<file path="src/rtl/common_types_pkg.sv">
// Shared types for the load/store unit and its RAM port.
package common_types_pkg;

  localparam int unsigned XLEN   = 32;
  localparam int unsigned NLANES = 4;

  typedef enum logic [1:0] {IDLE, ACCESS, RESP} lsu_state_t;
  typedef enum logic [1:0] {BYTE, HALF, WORD, ILLEGAL} mem_size_t;
  typedef enum logic [1:0] {RAM_IDLE, RAM_BUSY, RAM_DONE} ram_state_t;

  typedef struct packed {
    logic            write;
    mem_size_t       size;
    logic            is_unsigned;
    logic [XLEN-1:0] addr;
    logic [XLEN-1:0] wdata;
  } lsu_req_t;

  // Half with odd address or word not on a 4-byte boundary.
  function automatic logic is_misaligned(input mem_size_t size, input logic [1:0] addr_lo);
    return ((size == HALF) && addr_lo[0]) || ((size == WORD) && (addr_lo != 2'b00));
  endfunction

endpackage

</file>
<file path="src/rtl/ram_if.sv">
// RAM access port: initiator drives strobes/address/data, target returns data and status.
interface ram_if;
  import common_types_pkg::*;

  logic                ren;
  logic [NLANES-1:0]   wen;
  logic [XLEN-1:0]     addr;
  logic [XLEN-1:0]     store;
  logic [XLEN-1:0]     load;
  ram_state_t          state;

  modport initiator (output ren, wen, addr, store, input load, state);
  modport target    (input ren, wen, addr, store, output load, state);
endinterface

</file>
<file path="src/rtl/lsu_align.sv">
// Byte-lane steering: store lane mask and replication, load lane extract and extension.
module lsu_align
  import common_types_pkg::*;
(
  input  mem_size_t          size,
  input  logic [1:0]         addr_lo,
  input  logic               is_unsigned,
  input  logic [XLEN-1:0]    wdata,
  input  logic [XLEN-1:0]    rword,
  output logic [NLANES-1:0]  lane_mask_c,
  output logic [XLEN-1:0]    store_data_c,
  output logic [XLEN-1:0]    load_data_c
);

  logic [7:0]  ld_byte;
  logic [15:0] ld_half;

  // Pick the addressed byte and half out of the returned word.
  always_comb begin
    ld_byte = rword[7:0];
    case (addr_lo)
      2'd0:    ld_byte = rword[7:0];
      2'd1:    ld_byte = rword[15:8];
      2'd2:    ld_byte = rword[23:16];
      default: ld_byte = rword[31:24];
    endcase
    ld_half = addr_lo[1] ? rword[31:16] : rword[15:0];
  end

  // Size-dependent mask, replication and extension; low address bits below the size are ignored.
  always_comb begin
    lane_mask_c  = '0;
    store_data_c = '0;
    load_data_c  = '0;
    case (size)
      BYTE: begin
        lane_mask_c  = 4'b0001 << addr_lo;
        store_data_c = {4{wdata[7:0]}};
        load_data_c  = is_unsigned ? {24'b0, ld_byte} : {{24{ld_byte[7]}}, ld_byte};
      end
      HALF: begin
        lane_mask_c  = 4'b0011 << {addr_lo[1], 1'b0};
        store_data_c = {2{wdata[15:0]}};
        load_data_c  = is_unsigned ? {16'b0, ld_half} : {{16{ld_half[15]}}, ld_half};
      end
      WORD: begin
        lane_mask_c  = 4'b1111;
        store_data_c = wdata;
        load_data_c  = rword;
      end
      default: ;
    endcase
  end

endmodule

</file>
<file path="src/rtl/load_store_unit.sv">
// Single-outstanding load/store unit bridging core requests onto ram_if, with access watchdog.
// Build macro LSU_MISALIGN_TRAP_EN: misaligned half/word requests are rejected with resp_err
// instead of being silently aligned.
module load_store_unit
  import common_types_pkg::*;
#(
  parameter int unsigned TIMEOUT = 256
) (
  input  logic             clk,
  input  logic             nrst,
  input  logic             req_valid,
  input  logic             req_write,
  input  logic [1:0]       req_size,
  input  logic             req_unsigned,
  input  logic [XLEN-1:0]  req_addr,
  input  logic [XLEN-1:0]  req_wdata,
  output logic             req_ready,
  output logic             resp_valid,
  output logic             resp_err,
  output logic [XLEN-1:0]  resp_rdata,
  ram_if.initiator         ram_if
);

  localparam int unsigned CNT_W = (TIMEOUT > 1) ? $clog2(TIMEOUT) : 1;
  localparam logic [CNT_W-1:0] CNT_LAST = CNT_W'(TIMEOUT - 1);

  lsu_state_t         state_q, state_d;
  lsu_req_t           req_q, req_d, req_in, align_req;
  logic [CNT_W-1:0]   cnt_q, cnt_d;
  logic               err_d;
  logic [XLEN-1:0]    rdata_d;
  logic               ren_d;
  logic [NLANES-1:0]  wen_d;
  logic [XLEN-1:0]    addr_d, store_d;
  logic [NLANES-1:0]  lane_mask_c;
  logic [XLEN-1:0]    store_data_c, load_data_c;
  logic               misalign_c;

  assign req_in = {req_write, mem_size_t'(req_size), req_unsigned, req_addr, req_wdata};

  // Steering follows the incoming request while idle, the latched one afterwards.
  assign align_req = (state_q == IDLE) ? req_in : req_q;

`ifdef LSU_MISALIGN_TRAP_EN
  assign misalign_c = is_misaligned(align_req.size, align_req.addr[1:0]);
`else
  assign misalign_c = 1'b0;
`endif

  lsu_align u_align (
    .size         (align_req.size),
    .addr_lo      (align_req.addr[1:0]),
    .is_unsigned  (align_req.is_unsigned),
    .wdata        (align_req.wdata),
    .rword        (ram_if.load),
    .lane_mask_c  (lane_mask_c),
    .store_data_c (store_data_c),
    .load_data_c  (load_data_c)
  );

  // Next state, watchdog count and next values of the registered outputs.
  always_comb begin
    state_d = state_q;
    req_d   = req_q;
    cnt_d   = cnt_q;
    err_d   = 1'b0;
    rdata_d = '0;
    ren_d   = 1'b0;
    wen_d   = '0;
    addr_d  = ram_if.addr;
    store_d = ram_if.store;
    case (state_q)
      IDLE: begin
        if (req_valid && req_ready) begin
          req_d = req_in;
          cnt_d = '0;
          if ((align_req.size == ILLEGAL) || misalign_c) begin
            state_d = RESP;
            err_d   = 1'b1;
          end else begin
            state_d = ACCESS;
            ren_d   = ~align_req.write;
            wen_d   = align_req.write ? lane_mask_c : '0;
            addr_d  = align_req.addr;
            store_d = store_data_c;
          end
        end
      end
      ACCESS: begin
        if (ram_if.state == RAM_DONE) begin
          state_d = RESP;
          rdata_d = align_req.write ? '0 : load_data_c;
        end else if ((TIMEOUT != 0) && (cnt_q == CNT_LAST)) begin
          state_d = RESP;
          err_d   = 1'b1;
        end else begin
          ren_d   = ~align_req.write;
          wen_d   = align_req.write ? lane_mask_c : '0;
          addr_d  = align_req.addr;
          store_d = store_data_c;
          if (TIMEOUT != 0) cnt_d = cnt_q + CNT_W'(1);
        end
      end
      RESP:    state_d = IDLE;
      default: state_d = IDLE;
    endcase
  end

  // State and output registers with synchronous reset.
  always_ff @(posedge clk) begin
    if (!nrst) begin
      state_q      <= IDLE;
      req_q        <= '0;
      cnt_q        <= '0;
      req_ready    <= 1'b1;
      resp_valid   <= 1'b0;
      resp_err     <= 1'b0;
      resp_rdata   <= '0;
      ram_if.ren   <= 1'b0;
      ram_if.wen   <= '0;
      ram_if.addr  <= '0;
      ram_if.store <= '0;
    end else begin
      state_q      <= state_d;
      req_q        <= req_d;
      cnt_q        <= cnt_d;
      req_ready    <= (state_d == IDLE);
      resp_valid   <= (state_d == RESP);
      resp_err     <= err_d;
      resp_rdata   <= rdata_d;
      ram_if.ren   <= ren_d;
      ram_if.wen   <= wen_d;
      ram_if.addr  <= addr_d;
      ram_if.store <= store_d;
    end
  end

endmodule

</file>
<file path="src/flat_wrapper.sv">
// flat-port wrapper written by rule: the top's interface ports become plain ports
module load_store_unit_flat import common_types_pkg::*;
#(
  parameter int unsigned TIMEOUT = 256
)
  (clk, nrst, req_valid, req_write, req_size, req_unsigned, req_addr, req_wdata, req_ready, resp_valid, resp_err, resp_rdata, ram_if_ren, ram_if_wen, ram_if_addr, ram_if_store, ram_if_load, ram_if_state);
  ram_if ram_if_i ();
  input  logic clk;
  input  logic nrst;
  input  logic req_valid;
  input  logic req_write;
  input  logic [1:0] req_size;
  input  logic req_unsigned;
  input  logic [XLEN-1:0] req_addr;
  input  logic [XLEN-1:0] req_wdata;
  output logic req_ready;
  output logic resp_valid;
  output logic resp_err;
  output logic [XLEN-1:0] resp_rdata;
  output wire logic [$bits(ram_if_i.ren)-1:0] ram_if_ren;
  output wire logic [$bits(ram_if_i.wen)-1:0] ram_if_wen;
  output wire logic [$bits(ram_if_i.addr)-1:0] ram_if_addr;
  output wire logic [$bits(ram_if_i.store)-1:0] ram_if_store;
  input wire logic [$bits(ram_if_i.load)-1:0] ram_if_load;
  input wire logic [$bits(ram_if_i.state)-1:0] ram_if_state;
  assign ram_if_ren = ram_if_i.ren;
  assign ram_if_wen = ram_if_i.wen;
  assign ram_if_addr = ram_if_i.addr;
  assign ram_if_store = ram_if_i.store;
  assign ram_if_i.load = ram_if_load;
  assign ram_if_i.state = ram_if_state;
  load_store_unit #(.TIMEOUT(TIMEOUT)) u_core (.clk(clk), .nrst(nrst), .req_valid(req_valid), .req_write(req_write), .req_size(req_size), .req_unsigned(req_unsigned), .req_addr(req_addr), .req_wdata(req_wdata), .req_ready(req_ready), .resp_valid(resp_valid), .resp_err(resp_err), .resp_rdata(resp_rdata), .ram_if(ram_if_i));
endmodule
</file>
<file path="config.mk">
export PLATFORM = sky130hd
export DESIGN_NAME = load_store_unit_flat
export DESIGN_NICKNAME = d
export VERILOG_FILES = /design/src/rtl/common_types_pkg.sv /design/src/rtl/ram_if.sv /design/src/rtl/lsu_align.sv /design/src/rtl/load_store_unit.sv /design/src/flat_wrapper.sv
export SDC_FILE = /design/constraint.sdc
export NUM_CORES = 1
export LEC_CHECK = 0
export CAP_MARGIN = 20
export CORE_ASPECT_RATIO = 1.25
export CORE_UTILIZATION = 40
export CTS_CLUSTER_DIAMETER = 80
export CTS_CLUSTER_SIZE = 28
export DETAILED_ROUTE_END_ITERATION = 8
export PLACE_DENSITY = 0.68
export SYNTH_ARGS = -nofsm -noshare
export SYNTH_HDL_FRONTEND = slang
export SYNTH_SLANG_ARGS = --single-unit
</file>
<file path="constraint.sdc">
create_clock -name clk -period 2.33 [get_ports clk]
set_clock_uncertainty 0.05 [all_clocks]
set_input_delay 0.3495 -clock clk [delete_from_list [all_inputs] [get_ports clk]]
set_output_delay 0.3495 -clock clk [all_outputs]
set_load 0.1 [all_outputs]
</file>
==> results of run 1 <==
-- stage by stage --
step                utilization, %  cells  instance area [um^2]
detailed placement            53.7   1346                 10100
global route                  57.0   1378                 10700
floorplan                        -    912                  7690
finish                        57.0   1378                 10700
CTS                           57.0   1377                 10700
global placement              53.7   1346                 10100
-- kinds of logic (layout without fill, tap and decap cells) --
logic type               after synthesis  count (layout)
AND/OR/NAND/NOR                      369             369
AO/OA/AOI/OAI                        246             246
flip-flops                           182             182
buffers and inverters                 79             313
multiplexers                          31              31
XOR/XNOR                               4               4
adder cells (fa/ha/maj)                1               1
-- state kept, by name, indices dropped and copies added (netlist names) --
register,cells
u_core.state_q,2
u_core.ram_if.ren,1
u_core.cnt_q,8
u_core.resp_err,1
u_core.ram_if.store,32
u_core.ram_if.addr,32
u_core.req_q,68
u_core.resp_rdata,32
u_core.ram_if.wen,4
u_core.resp_valid,1
u_core.req_ready,1
-- layout by cell type, fill, tap and decap left out, types with 20 or more instances in the layout --
cell / instances
buf_4: 164
a311oi_1: 35
nor2_1: 48
dfxtp_1: 182
mux2i_1: 30
nand3_1: 20
nand2_1: 264
clkdlybuf4s50_1: 104
a211o_1: 23
a21oi_1: 93
-- synthesized netlist by cell type, drive strengths merged, types with 2 or more instances --
library cell / instances / area (um^2)
or2: 4 / 25.0
nand3: 21 / 110
o221ai: 4 / 41.3
o21a: 2 / 15.0
a211o: 23 / 201
nand2: 265 / 995
nor4b: 4 / 50.1
dfxtp: 182 / 3640
o31a: 2 / 17.5
and2: 5 / 31.3
a31oi: 4 / 58.8
a311oi: 36 / 333
nor2: 50 / 195
o211ai: 10 / 75.1
a211oi: 3 / 27.5
or3: 6 / 37.5
a21oi: 93 / 465
nor3: 5 / 35.0
xnor2: 4 / 35.0
a311o: 3 / 30.0
o22ai: 17 / 106
a221o: 12 / 125
nand2b: 3 / 18.8
buf: 24 / 148
a32oi: 4 / 35.0
clkbuf: 49 / 184
inv: 6 / 22.5
a22o: 11 / 96.3
mux2i: 30 / 300
nor2b: 2 / 12.5
o21ai: 14 / 73.8
-- tightest hold or removal path, cell delays in order, from the launching register on --
cell and delay [ns]:
dfxtp_1 0.31, nand2_1 0.05, a21oi_1 0.05
-- path summary, 6_finish.rpt --
path / to / slack [ns] / cells past startpoint
setup / recovery: u_core.resp_rdata[6] / 0.12 / 6
hold / removal: u_core.req_q[43] / 0.40 / 2
hold reg to reg: u_core.req_q[43] / 0.40 / 2
setup reg to reg: u_core.resp_rdata[6] / 0.12 / 6
-- metal layers --
metal | vias up | share of wire, % | global-route usage, %
met5 | - | 0.074 | 0
met4 | 2 | 2.5 | 9.58
met3 | 42 | 5.5 | 5.51
met2 | 251 | 50 | 42.0
met1 | 3423 | 42 | 27.7
li1 | 3674 | - | -
-- layout make-up --
type                            instances  area [um^2]
Clock inverter                         13          171
Timing Repair Buffer                  276         2430
Clock buffer                           18          439
Sequential cell                       182         3640
Fill cell                            1758         8070
Multi-Input combinational cell        651         3710
Tap cell                              232          290
Inverter                                6         23.8
-- where the power goes --
part           switching, mW  leakage [nW]  internal, mW
Sequential             0.176          1.49          3.41
Clock                   1.26         0.299          1.73
Combinational           2.38          2.72         0.994
Total                   3.82          4.51          6.13
==> impl_metrics.yaml, run 1 <==
synthesis:
  synth_fa_ha_area_share_pct: 0.163
  synth-xor-area-share_pct: 0.456
  synth_mux_area_share_pct: 4.05
  synthSimpleGateAreaFrac_pct: 20.1
  synth-compound-area-share_pct: 23.2
  synth_top_family_by_area: "compound AO/OA/AOI/OAI gates"
  syn_nets: 1018
  async_flop_share_pct: 0
  netlist_area_um2: 7690
  yosys_warnings: 0
  synth_edf_count: 0
  avgSynthCellArea_um2: 8.43
  yosys_most_used_dff: "dfxtp_1"
  synth_cells: 912
  ys_ff_latch: 182
  ys_seq_area_share_pct: 47.4
  ys_types: 61
timing:
  timing.final.crit_period_ns: 2.21
  worst_hold_slack_ns: 0.403
  finalWorstSetupSlack_ns: 0.121
  finalSetupViolations: 0
  finalMaxSlewViolations: 0
  rsz0062_at_grt: "no"
  post-route-period-util_pct: 94.8
  max_freq_mhz: 453
  slew_headroom_pct: 53.4
  worst_pin_slew_ns: 0.700
  tns_ns: 0
  hold_viol_final: 0
clock_network:
  cts_buffers: 17
  cts.sinks: 182
  clk_latency_ns: 0.43
  holdBufCountCts: 0
  cts_tree: "yes"
  cts_buffer_depth: 2
  cts_resized: 0
  cts.htree.levels: 4
  post_cts_buffers: 0
  root_buffer: "clkbuf_16"
  path_clk_slew_ns: 0.07
critical_path:
  cp.required_ns: 2.65
  path_delay_family: "simple AND/OR/NAND/NOR gates"
  crit_buf_inv: 1
  r2r_start: "u_core.state_q[0]"
  path_cells: "buf_4, nor2_4, mux2_2, o21ai_2, and2_1, a221o_1"
  path_class: "flip-flop to flip-flop"
  cp-end-kind: "flip-flop"
  slowest_stage: "mux2_2"
  cp.arrival_ns: 2.53
  max_stage_delay_ns: 0.47
  path_max_fanout: 12
  cp-start-kind: "flip-flop"
  worstSetupStartpoint: "u_core.state_q[0]"
drt:
  wl_per_cell_um: 16.7
  dr.first_iter.drc_count: 545
  vias_per_cell: 5.36
  vias: 7392
  ant_nets: 0
  routed_wl_um: 23000
  first_pass_iters: 5
  drc_errors: 0
cells_and_area:
  drive_gt1_share_pct: 20.4
  finalNetCount: 1240
  area_delta_synth_final_pct: 39.3
  antennaDiodeCount: 0
placement:
  io_buffer_count: 208
  dp_slack_ns: -0.305
  place_congestion: 0.811
  hpwl_um: 16500
power:
  irDropWorstVdd_mv: 0.549
  powerDensity_nw_per_um2: 929
  fin_total_pwr_mw: 9.95
  leakagePower_nw: 4.51
floorplan:
  die_y_um: 157
  rows: 56
  die_area_um2: 19800
  die_w_um: 126
  ios: 209
  coreArea_um2: 18800
  start_util_pct: 41.0
grt:
  gr-total-overflow: 0
  grt_pass1_wl_um: 36900
  grt_pass1_vias: 7130
  antenna_found_initial: 1
  gr-usage-all-layers_pct: 23.8
  grt_max_degree: 64
outcome:
  status: "finished, final reports clean"
worst_hold_path:
  holdCritPathClass: "flip-flop to flip-flop"
  min-delay-start: "u_core.req_q[43]"
job:
  drv_cap: 0
(Power assumes the default switching activity.)
==> run 2, diff against run 1 <==
--- a/config.mk
+++ b/config.mk
@@ -9,7 +9,6 @@
 export CORE_ASPECT_RATIO = 1.25
 export CORE_UTILIZATION = 40
 export CTS_CLUSTER_DIAMETER = 80
-export CTS_CLUSTER_SIZE = 28
 export DETAILED_ROUTE_END_ITERATION = 8
 export PLACE_DENSITY = 0.68
 export SYNTH_ARGS = -nofsm -noshare
==> results of run 2 <==
No change in the layout: final DEF, timing and power equal those of run 1.
==> run 3, diff against run 2 <==
--- a/config.mk
+++ b/config.mk
@@ -14,3 +14,4 @@
 export SYNTH_ARGS = -nofsm -noshare
 export SYNTH_HDL_FRONTEND = slang
 export SYNTH_SLANG_ARGS = --single-unit
+export TNS_END_PERCENT = 5
==> results of run 3 <==
No change in the layout: final DEF, timing and power equal those of run 1.
==> patch, RTL diff (flow settings as in run 3) <==
Encoding of `lsu_state_t`: now one-hot (3 bits for 3 states).
--- a/src/rtl/common_types_pkg.sv
+++ b/src/rtl/common_types_pkg.sv
@@ -4,7 +4,7 @@
   localparam int unsigned XLEN   = 32;
   localparam int unsigned NLANES = 4;
 
-  typedef enum logic [1:0] {IDLE, ACCESS, RESP} lsu_state_t;
+  typedef enum logic [2:0] {IDLE = 3'b001, ACCESS = 3'b010, RESP = 3'b100} lsu_state_t;
   typedef enum logic [1:0] {BYTE, HALF, WORD, ILLEGAL} mem_size_t;
   typedef enum logic [1:0] {RAM_IDLE, RAM_BUSY, RAM_DONE} ram_state_t;
 
Formal check against the unedited RTL: same outputs for any inputs over 4 cycles, from zero or initial values and one cycle with nrst low; so few cycles prove little.
==> patch against run 3 <==
- setup slack lost 0.022 ns
- critical endpoint is now u_core.ram_if.store[15]
- global-route usage shrank 1.2 points
- largest cell class unchanged
- highest routed layer unchanged
- sequential cell count grew 1
- routed wire length grew 4.2%
- power shrank 5.0%
- cell area grew 4.8%
- fmax shrank 1.0%
- sequential power shrank 2%
- area after synthesis grew 8.0%
- synthesized cell count grew 6.4%
- combinational power shrank 11%
- die area grew 7.8%
==> patch: results (changes against run 3) <==
----------------------------------------------------
[Outcome]
  Status ... finished clean

[Finish]
  Diodes inserted ... 0 (unchanged)
  Register bank with the most flops ... u_core.req_q
  Fraction of layout instances using a drive strength above 1 ... 19.3% (-1.1 points)
  Largest register FFs ... 68 (unchanged)
  Nets ... 1265 (+2.0%)
  Filler-free cell count of the finished design ... 1442 (+4.6%)

[Power]
  Max rail drop VDD ... 0.509 mV (-7.3%)
  Leakage power of the design ... 4.71 nW (+4.4%)
  Switching power as a share of total power ... 38.2% (-0.19 points)

[Logic synthesis]
  Synth top area share ... 44.1% (-3.2 points)
  Number of warnings reported in the yosys synthesis log ... 0 (unchanged)
  Post-synth cell types ... 55 (-9.8%)
  Cells after synthesis ... 970 (+6.4%)
  Cell area after synthesis ... 8300 um^2 (+8.0%)
  Adder-cell share of the synthesized area ... 0.151% (-0.012 points)
  Post-synthesis net count ... 1076 (+5.7%)
  Fraction of synthesized cell area in xor and xnor cells ... 0.633% (+0.18 points)
  Post-synthesis mux area share ... 3.13% (-0.92 points)
  Share of synthesized area occupied by flip-flops and latches ... 44.1% (-3.2 points)
  Async set-or-reset flop fraction in the synthesized netlist ... 0% (unchanged)
  Leading register cell type out of synthesis ... dfxtp_1
  Top post-synthesis cells by area ... dfxtp_1 (44%), nand2_1 (11%), a21boi_0 (6.2%)
  Share of the synthesized area in compound gates (AO/OA/AOI/OAI) ... 26.3% (+3.1 points)
  Top cells by count, synth ... nand2_1 (241), dfxtp_1 (183), nand3_1 (82)

[Placement]
  Post-DP HPWL ... 16.5 mm (about the same)
  Post-detailed-placement cell area ... 10500 um^2 (+4.2%)
  Gp weighted congestion ... 0.819 (+0.92%)
  Worst Setup Slack post-DPL ... -0.0220 ns (+0.283 ns)
  Port Buffers ... 208 (unchanged)

[GRT]
  GRT Total Usage ... 22.6% (-1.2 points)
  Initial antenna violation count ... 2 (+1)
  Pin count of the biggest net entering global routing ... 51 (-20%)
  Via count of the first global-routing pass ... 7293 (+2.3%)
  Wire length of the first global-routing pass ... 37.6 mm (+2.0%)

[Clocking]
  Count of H-tree levels built during CTS ... 4 (unchanged)
  Insertion delay to the later sink of the worst-skew pair ... 0.43 ns (about the same)
  Maximum number of buffers from clock root to sink ... 2 (unchanged)
  Clock root cell ... clkbuf_16
  Clk pin slew, worst setup/hold paths ... 0.07 ns (about the same)
  Number of buffers added by the clock tree synthesis step ... 17 (unchanged)

[STA]
  Max transition margin ... 52.8% (-0.57 points)

[Drt]
  Total detailed-routing wirelength ... 24.0 mm (+4.2%)
  Via count ... 7723 (+4.5%)
  Count of TritonRoute iterations in the first routing pass ... 5 (unchanged)
  DRC marker count from the first detailed-route iteration ... 507 (-7.0%)

[Critical path]
  Maximum fanout along the worst path ... 50 (+38)
  Arrival time reported for the critical path endpoint ... 2.52 ns (about the same)

[Worst hold path]
  Type of the worst min-delay path ... in -> reg

----------------------------------------------------
==> patch: worst max-delay path, stage by stage, from the launching register on <==
cell	delay, ns
dfxtp_1	0.36
buf_4	0.16
nor3b_1	0.35
o211ai_1	0.24
buf_4	0.23
a32o_2	0.27
buf_12	0.18
o31ai_1	0.27
==> patch: metal layers <==
metal | wire length (um) | track usage [%] | up-vias
met5 | 29 | 0 | -
met4 | 508 | 8.31 | 4
met3 | 1700 | 5.83 | 36
met2 | 11600 | 37.7 | 254
met1 | 10200 | 27.8 | 3604
li1 | - | - | 3825
==> patch: worst paths after layout <==
check               startpoint                 endpoint  slack [ns]  depth (start not counted)
max          u_core.state_q[2]  u_core.ram_if.store[15]         0.1                          7
min                       nrst         u_core.req_q[15]        0.23                          2
max reg2reg  u_core.state_q[2]  u_core.ram_if.store[15]         0.1                          7
min reg2reg   u_core.req_q[25]         u_core.req_q[25]        0.41                          2
==> patch: logic make-up (layout without fill, tap and decap cells) <==
kind of cell | after synthesis | after routing
simple gates | 390 | 390
compound gates | 273 | 273
flops | 183 | 183
buf+inv | 92 | 294
mux | 25 | 25
xor+xnor | 6 | 6
fa+ha+maj | 1 | 1
==> patch: final cells by class <==
cell class,count,area (um^2)
sequential,183,3660
clock buffer,17,425
fill,1864,9020
clock inverter,15,175
inverter,3,11.3
tap,270,338
multi-input combinational,695,4290
timing repair buffer,259,2320
==> patch: what timing repair did <==
action	in CTS	in global routing
endpoints found under the setup margin	0	34
buffers inserted	0	7
gates resized for setup	0	6
==> patch: power groups by stage <==
stage                     Clock (mW)  Sequential, mW  Combinational [mW]
after floorplan                    0            4.54                1.09
after global placement             0            3.58                2.93
after detailed placement           0            3.58                2.95
after CTS                       3.00            3.51                2.95
after global routing            3.14            3.54                3.17
final                           2.94            3.51                3.00
